--- src/rtl/fetch_unit.sv ---
// RV32I fetch stage: owns the fetch PC, issues in-order imem requests
// and buffers returned words in front of the F/D register.
module fetch_unit #(
  parameter logic [31:0] RESET_PC = 32'h0000_0000,
  parameter int          DEPTH    = 2,
  parameter logic [31:0] NOP      = 32'h0000_0013
) (
  input  logic        clk,
  input  logic        rst,
  input  logic        StallF,
  input  logic        PCSrcE,
  input  logic [31:0] PCTargetE,
  output logic        imem_req,
  output logic [31:0] imem_addr,
  input  logic        imem_gnt,
  input  logic        imem_rvalid,
  input  logic [31:0] imem_rdata,
  output logic [31:0] InstrF,
  output logic [31:0] PCF,
  output logic [31:0] PCPlus4F,
  output logic        ValidF
);
  localparam int AW = $clog2(DEPTH);
  localparam int CW = AW + 1;

  logic [31:0]   fpc;
  logic [31:0]   buf_instr [DEPTH];
  logic [31:0]   buf_pc    [DEPTH];
  logic [31:0]   pcq       [DEPTH];
  logic [AW-1:0] rd_ptr;
  logic [AW-1:0] wr_ptr;
  logic [AW-1:0] q_rd;
  logic [AW-1:0] q_wr;
  logic [CW-1:0] count;
  logic [CW-1:0] inflight;
  logic [7:0]    discard;
  logic [CW:0]   occ;
  logic          issue;
  logic          accept;
  logic          drop;
  logic          pop;
  logic          valid;
  logic [31:0]   head_pc;
  logic          unused_tgt;

  // Credits cover buffered plus in-flight words, so a push never overflows.
  assign occ       = {1'b0, count} + {1'b0, inflight};
  assign imem_req  = !rst && !PCSrcE && (occ < (CW+1)'(DEPTH));
  assign imem_addr = fpc;

  assign issue  = imem_req && imem_gnt;
  assign drop   = imem_rvalid && (discard != 8'd0);
  assign accept = imem_rvalid && (discard == 8'd0) && !PCSrcE;
  assign valid  = (count != '0);
  assign pop    = !StallF && valid && !PCSrcE;

  assign head_pc  = buf_pc[rd_ptr];
  assign ValidF   = valid;
  assign InstrF   = valid ? buf_instr[rd_ptr] : NOP;
  assign PCF      = valid ? head_pc : 32'd0;
  assign PCPlus4F = valid ? head_pc + 32'd4 : 32'd0;

  assign unused_tgt = ^PCTargetE[1:0];

  always_ff @(posedge clk or posedge rst) begin
    if (rst) begin
      fpc      <= RESET_PC;
      rd_ptr   <= '0;
      wr_ptr   <= '0;
      q_rd     <= '0;
      q_wr     <= '0;
      count    <= '0;
      inflight <= '0;
      discard  <= 8'd0;
    end else if (PCSrcE) begin
      // Everything in flight becomes stale; the word landing now too.
      fpc      <= {PCTargetE[31:2], 2'b00};
      rd_ptr   <= '0;
      wr_ptr   <= '0;
      q_rd     <= '0;
      q_wr     <= '0;
      count    <= '0;
      inflight <= '0;
      discard  <= discard + 8'(inflight) - 8'(imem_rvalid);
    end else begin
      if (issue) begin
        fpc  <= fpc + 32'd4;
        q_wr <= q_wr + AW'(1);
      end
      if (drop) discard <= discard - 8'd1;
      if (accept) begin
        wr_ptr <= wr_ptr + AW'(1);
        q_rd   <= q_rd + AW'(1);
      end
      if (pop) rd_ptr <= rd_ptr + AW'(1);
      count    <= count + CW'(accept) - CW'(pop);
      inflight <= inflight + CW'(issue) - CW'(accept);
    end
  end

  always_ff @(posedge clk) begin
    if (issue) pcq[q_wr] <= fpc;
    if (accept) begin
      buf_instr[wr_ptr] <= imem_rdata;
      buf_pc[wr_ptr]    <= pcq[q_rd];
    end
  end

endmodule

--- config.mk ---
export PLATFORM = sky130hd
export DESIGN_NAME = fetch_unit
export DESIGN_NICKNAME = d
export VERILOG_FILES = /design/src/rtl/fetch_unit.sv
export SDC_FILE = /design/constraint.sdc
export NUM_CORES = 1
export LEC_CHECK = 0
export BUFFER_PORTS_ARGS = -buffer_cell sky130_fd_sc_hd__buf_2
export CAP_MARGIN = 20
export CORE_ASPECT_RATIO = 1.75
export CORE_MARGIN = 8
export CORE_UTILIZATION = 35
export DETAILED_ROUTE_END_ITERATION = 6
export GPL_TIMING_DRIVEN = 0
export PLACE_DENSITY = 0.65
export SLEW_MARGIN = 0
export SYNTH_ARGS = -nofsm -noshare
export SYNTH_HDL_FRONTEND = slang
export SYNTH_SLANG_ARGS = --single-unit
--- constraint.sdc ---
create_clock -name clk -period 7.7 [get_ports clk]
set_clock_uncertainty 0.15 [all_clocks]
set_input_delay 0.77 -clock clk [delete_from_list [all_inputs] [get_ports clk]]
set_output_delay 0.77 -clock clk [all_outputs]
set_load 0.01 [all_outputs]
Yosys cells after proc, flatten, opt, wreduce, memory -nomap -nowiden:

Memories as Yosys holds them, arrays and structs flattened.
Index checks and enable logic that the tools add are counted.

* multiplexer cells: 21
* reductions and logical operators: 18
* add/subtract/negate cells: 14
* $lt $le $gt $ge: 1

Operators with widths (number)
* two-way mux 32 bit: 5
* adder 32 x 3 -> 32 bit (second input constant): 2
* two-way mux 8 bit: 2
* two-way mux 1 bit: 12
* nonzero test 2 bit: 5
* adder 8 x 2 -> 8 bit: 1
* logical AND 1 bit: 8
* logical NOT 8 bit: 1
* nonzero test 8 bit: 1
* subtractor 8 x 1 -> 8 bit: 1
* subtractor 8 x 1 -> 8 bit (second input constant): 1
* adder 1 bit (second input constant): 4
* adder 2 x 1 -> 2 bit: 2
* two-way mux 2 bit: 2
* subtractor 2 x 1 -> 2 bit: 2
* adder 2 x 2 -> 3 bit: 1
* logical NOT 1 bit: 3
* less-than comparator 3 x 2 -> 1 bit (second input constant): 1

* register bits after elaboration: 48
* memories kept: 3
* RAM bits: 192
* output and inout bits: 130
* logic and storage cells: 65
* bits of input ports: 70

Memories
* buf_instr: words 2, bits a word 32, rd ports 1, clocked after memory_dff 0, wr ports 1, RTL line 27 `logic [31:0] buf_instr [DEPTH];`
* buf_pc: words 2, bits a word 32, rd ports 1, clocked after memory_dff 0, wr ports 1, RTL line 28 `logic [31:0] buf_pc [DEPTH];`
* pcq: words 2, bits a word 32, rd ports 1, clocked after memory_dff 0, wr ports 1, RTL line 29 `logic [31:0] pcq [DEPTH];`

Depth between registers and ports, before layout:

* depth in word-level cells: 7
* depth in mapped cells: 13
* depth with buffers taken out: 13

Worst setup path before layout:

OpenSTA, ideal clock, no wires.

* kind: in2reg
* from: input PCSrcE
* to: memory buf_instr[0][0] (enable)
* arrival time: 5.449 ns
* buffers on the path: 2
* slack: 1.543 ns
* setup time: 0.559 ns
* cell stages on the path: 3
* data required time: 6.991 ns
* path through: clkbuf_1 > buf_1 > nor3_1

* longest elaborated chain between the ends: 4

RTL lines
* from (decl): RTL line 11 `input logic PCSrcE,`
* logical NOT 1 bit: RTL line 53 `assign accept = imem_rvalid && (discard == 8'd0) && !PCSrcE;`
* logical AND 1 bit: RTL line 53
* two-way mux 1 bit: RTL line 103 `if (accept) begin`
* two-way mux 1 bit (implied by the code): RTL line 104 `buf_instr[wr_ptr] <= imem_rdata;`
* to (decl): RTL line 27

No other way between the ends.

Worst setup path after layout:

* from: register rd_ptr
* to: output PCPlus4F[26]

* longest elaborated chain between the ends: 3

RTL lines
* from (decl): RTL line 30 `logic [AW-1:0] rd_ptr;`
* from (signal assigned): RTL line 95 `if (pop) rd_ptr <= rd_ptr + AW'(1);`
* memory (2 x 32 bit)
* adder 32 x 3 -> 32 bit: RTL line 61 `assign PCPlus4F = valid ? head_pc + 32'd4 : 32'd0;`
* two-way mux 32 bit: RTL line 61
* to (decl): RTL line 20 `output logic [31:0] PCPlus4F,`

No other way between the ends.

==> out/metrics.cfg <==
[outcome]
status = finished, final reports clean

[timing]
fmax_mhz = 200
drv_slew = 0
grt_setup_unrepaired = no
max_slew.worst_pin.slew_ps = 996
fin_crit_ps = 5010
setup_tns_ps = 0
maxSlewHeadroom_pct = 33.6
setup_violations = 0
hold_violations = 0
period_share_pct = 65.1

[floorplan]
initial_core_util_pct = 35.2
die_w_um = 150
dieHeight_um = 251
core_area_um2 = 31300
dieArea_um2 = 37700
io_pins = 200
num_rows = 86

[cts]
cts_hold_buf = 0
cts_tree = built
cts_made_buffers = 22
postCtsResizedCells = 0
htreeDepth = 1
clk_pin_slew_ps = 70
clockBufferDepth = 3
clock_latency_ps = 510
cts_root_buf = clkbuf_16
cts_setup_buffers = 0
cts_sinks = 230

[placement]
dpl.hpwl_um = 23500
port_buffers = 191
gp_congestion = 0.869
placed_area_um2 = 12600

[power]
total_power_mw = 3.12
irDropWorstVdd_mv = 0.195
p_leak_nw = 5.18
power_density_nw_per_um2 = 233

[critical_path]
cp-start-kind = flip-flop
crit_chain = buf_6, buf_2, buf_2, buf_4, mux2_2, ha_1, inv_1, a211oi_4, nand4_4, nor4_1, mux2_1, buf_2
cp_slowest_cell = nor4_1
cp_data_arrival_time_ps = 4090
critical_path.top_delay_family = buffers and inverters
crit_path_frequent_cell = buf_2
cp_slowest_stage_delay_ps = 570
cp-end-kind = output port
crit_fanout = 10
required_ps = 6780
path_buf_inv = 6
path_class = reg2out

[layout]
fin_util_pct = 42.8
drive_gt1_share_pct = 27.2
post-route-cell-area_um2 = 13400
diodes = 0
n_fill_cell = 2931
final_net_count = 1198
syn2layout_area_growth_pct = 21.3

[grt]
grt_pass1_vias = 8371
antenna_found_initial = 0
grt_use_total_pct = 15.8
grt_max_degree = 63
grt_pass1_wl_um = 46400
overflow = 0

[yosys]
synth_warnings = 0
synth_edf_count = 184
netlist_area_um2 = 11000
synthFlopType = edfxtp_1
avgSynthCellArea_um2 = 12.6
ys_ff_latch = 230
syn_inst = 874
synthArstFlopShare_pct = 20.0
seq_area_frac_synth_pct = 60.5
synth_cell_types = 67

[route]
first_iter_violations = 408
drt_pre_antenna_iters = 5
ant_nets = 0
totalWireLength_um = 30200
num_vias = 7823
wire_per_inst_um = 19.9
drc = 0
post_drt_via_cell_ratio = 5.17

[flow_run]
max_cap_violations = 0

[worst_hold_path]
hold_path.class = in2async

routing by layer:
metal  GRT usage, %  vias up  share of wire [%]
met1           15.7     3765                 35
met2           29.4      253                 53
met3           2.68       95                5.4
met5              0        -                  0
met4           10.2        0                6.1
li1               -     3710                  -
flip-flops by register name (all words and copies together), names as in the netlist, 2 cells and up:
signal / flops
buf_instr: 64
buf_pc: 60
pcq: 60
imem_addr: 30
discard: 8
count: 2
inflight: 2
logic make-up after synthesis:
group                    synth area share, %
buffers and inverters                   3.02
flip-flops                              60.5
other                                 0.0340
AO/OA/AOI/OAI                           7.69
multiplexers                            9.63
adder cells (fa/ha/maj)                 3.08
AND/OR/NAND/NOR                         13.3
XOR/XNOR                                2.70
worst reg2reg max path, cell delays in order (launching register included):
cell      delay (ps)
dfrtp_1          420
and2_1           160
fa_1             480
nor4_4           330
and2_1           180
buf_2            200
inv_2            110
clkbuf_1         300
nor2_4           770
synth_stat cells (10+ instances only):
master / n / share of area, %
mux2i_1: 62 / 5.6
and2_1: 14 / 0.79
a21oi_1: 18 / 0.82
nor2_1: 95 / 3.2
nand3_1: 26 / 1.2
nor2b_1: 14 / 0.79
clkbuf_1: 16 / 0.54
edfxtp_1: 184 / 50
dfrtp_1: 46 / 10
nand2_1: 61 / 2.1
inv_1: 30 / 1.0
buf_2: 10 / 0.45
and3_1: 10 / 0.57
o21ai_0: 28 / 1.3
nor4_1: 12 / 0.68
nand4_1: 16 / 0.91
mux2_2: 34 / 3.5
xnor2_1: 26 / 2.1
ha_1: 24 / 2.7
final timing paths:
| path | start | slack (ps) | cells after the start | end |
|---|---|---|---|---|
| max | rd_ptr | 2690 | 12 | PCPlus4F[26] |
| max reg2reg | inflight[0] | 4210 | 8 | pcq[0][28] |
| min | rst | 200 | 2 | inflight[0] |
| max in group asynchronous | rst | 6680 | 3 | imem_addr[11] |
| min reg2reg | imem_addr[25] | 410 | 0 | pcq[0][25] |
| min in group clk | imem_rdata[7] | 300 | 1 | buf_instr[1][7] |
metrics by stage:
step	std cells	hold WS [ps]	worst slack (ps)
finish	1514	203	2690
global route	1514	229	2550
CTS	1514	194	2660
detailed placement	1474	397	3200
global placement	1466	389	-1430
floorplan	879	369	1540
cell usage in the layout, fill, tap and decap left out, drive strengths merged, types with 14 or more instances in the layout:
master	synthesis	routed
inv	31	31
ha	24	24
a21oi	19	19
xnor2	26	26
o21ai	28	28
edfxtp	184	184
nand3	26	26
and2	14	14
mux2	38	38
nand4	18	18
dfrtp	46	46
clkbuf	17	45
mux2i	63	63
buf	26	225
nand2	61	61
nor2b	14	14
nor2	95	95
where the power goes:
| group | internal [mW] | leakage, nW | switching (mW) |
|---|---|---|---|
| logic | 0.242 | 2.58 | 0.300 |
| registers | 1.40 | 2.23 | 0.0629 |
| clock network | 0.661 | 0.366 | 0.454 |
| total | 2.30 | 5.18 | 0.817 |
layout make-up:
cell class / count / area (um2) / area share (%)
flip-flops and latches: 230 / 6680 / 49.9
multi-input cells: 575 / 4060 / 30.3
repair buffers: 199 / 1070 / 8.00
clock buffers: 28 / 604 / 4.51
well taps: 396 / 495 / 3.70
plain buffers: 43 / 216 / 1.62
clock inverters: 12 / 150 / 1.12
inverters: 31 / 116 / 0.869
Note: power is estimated with default switching activity, not from simulation.
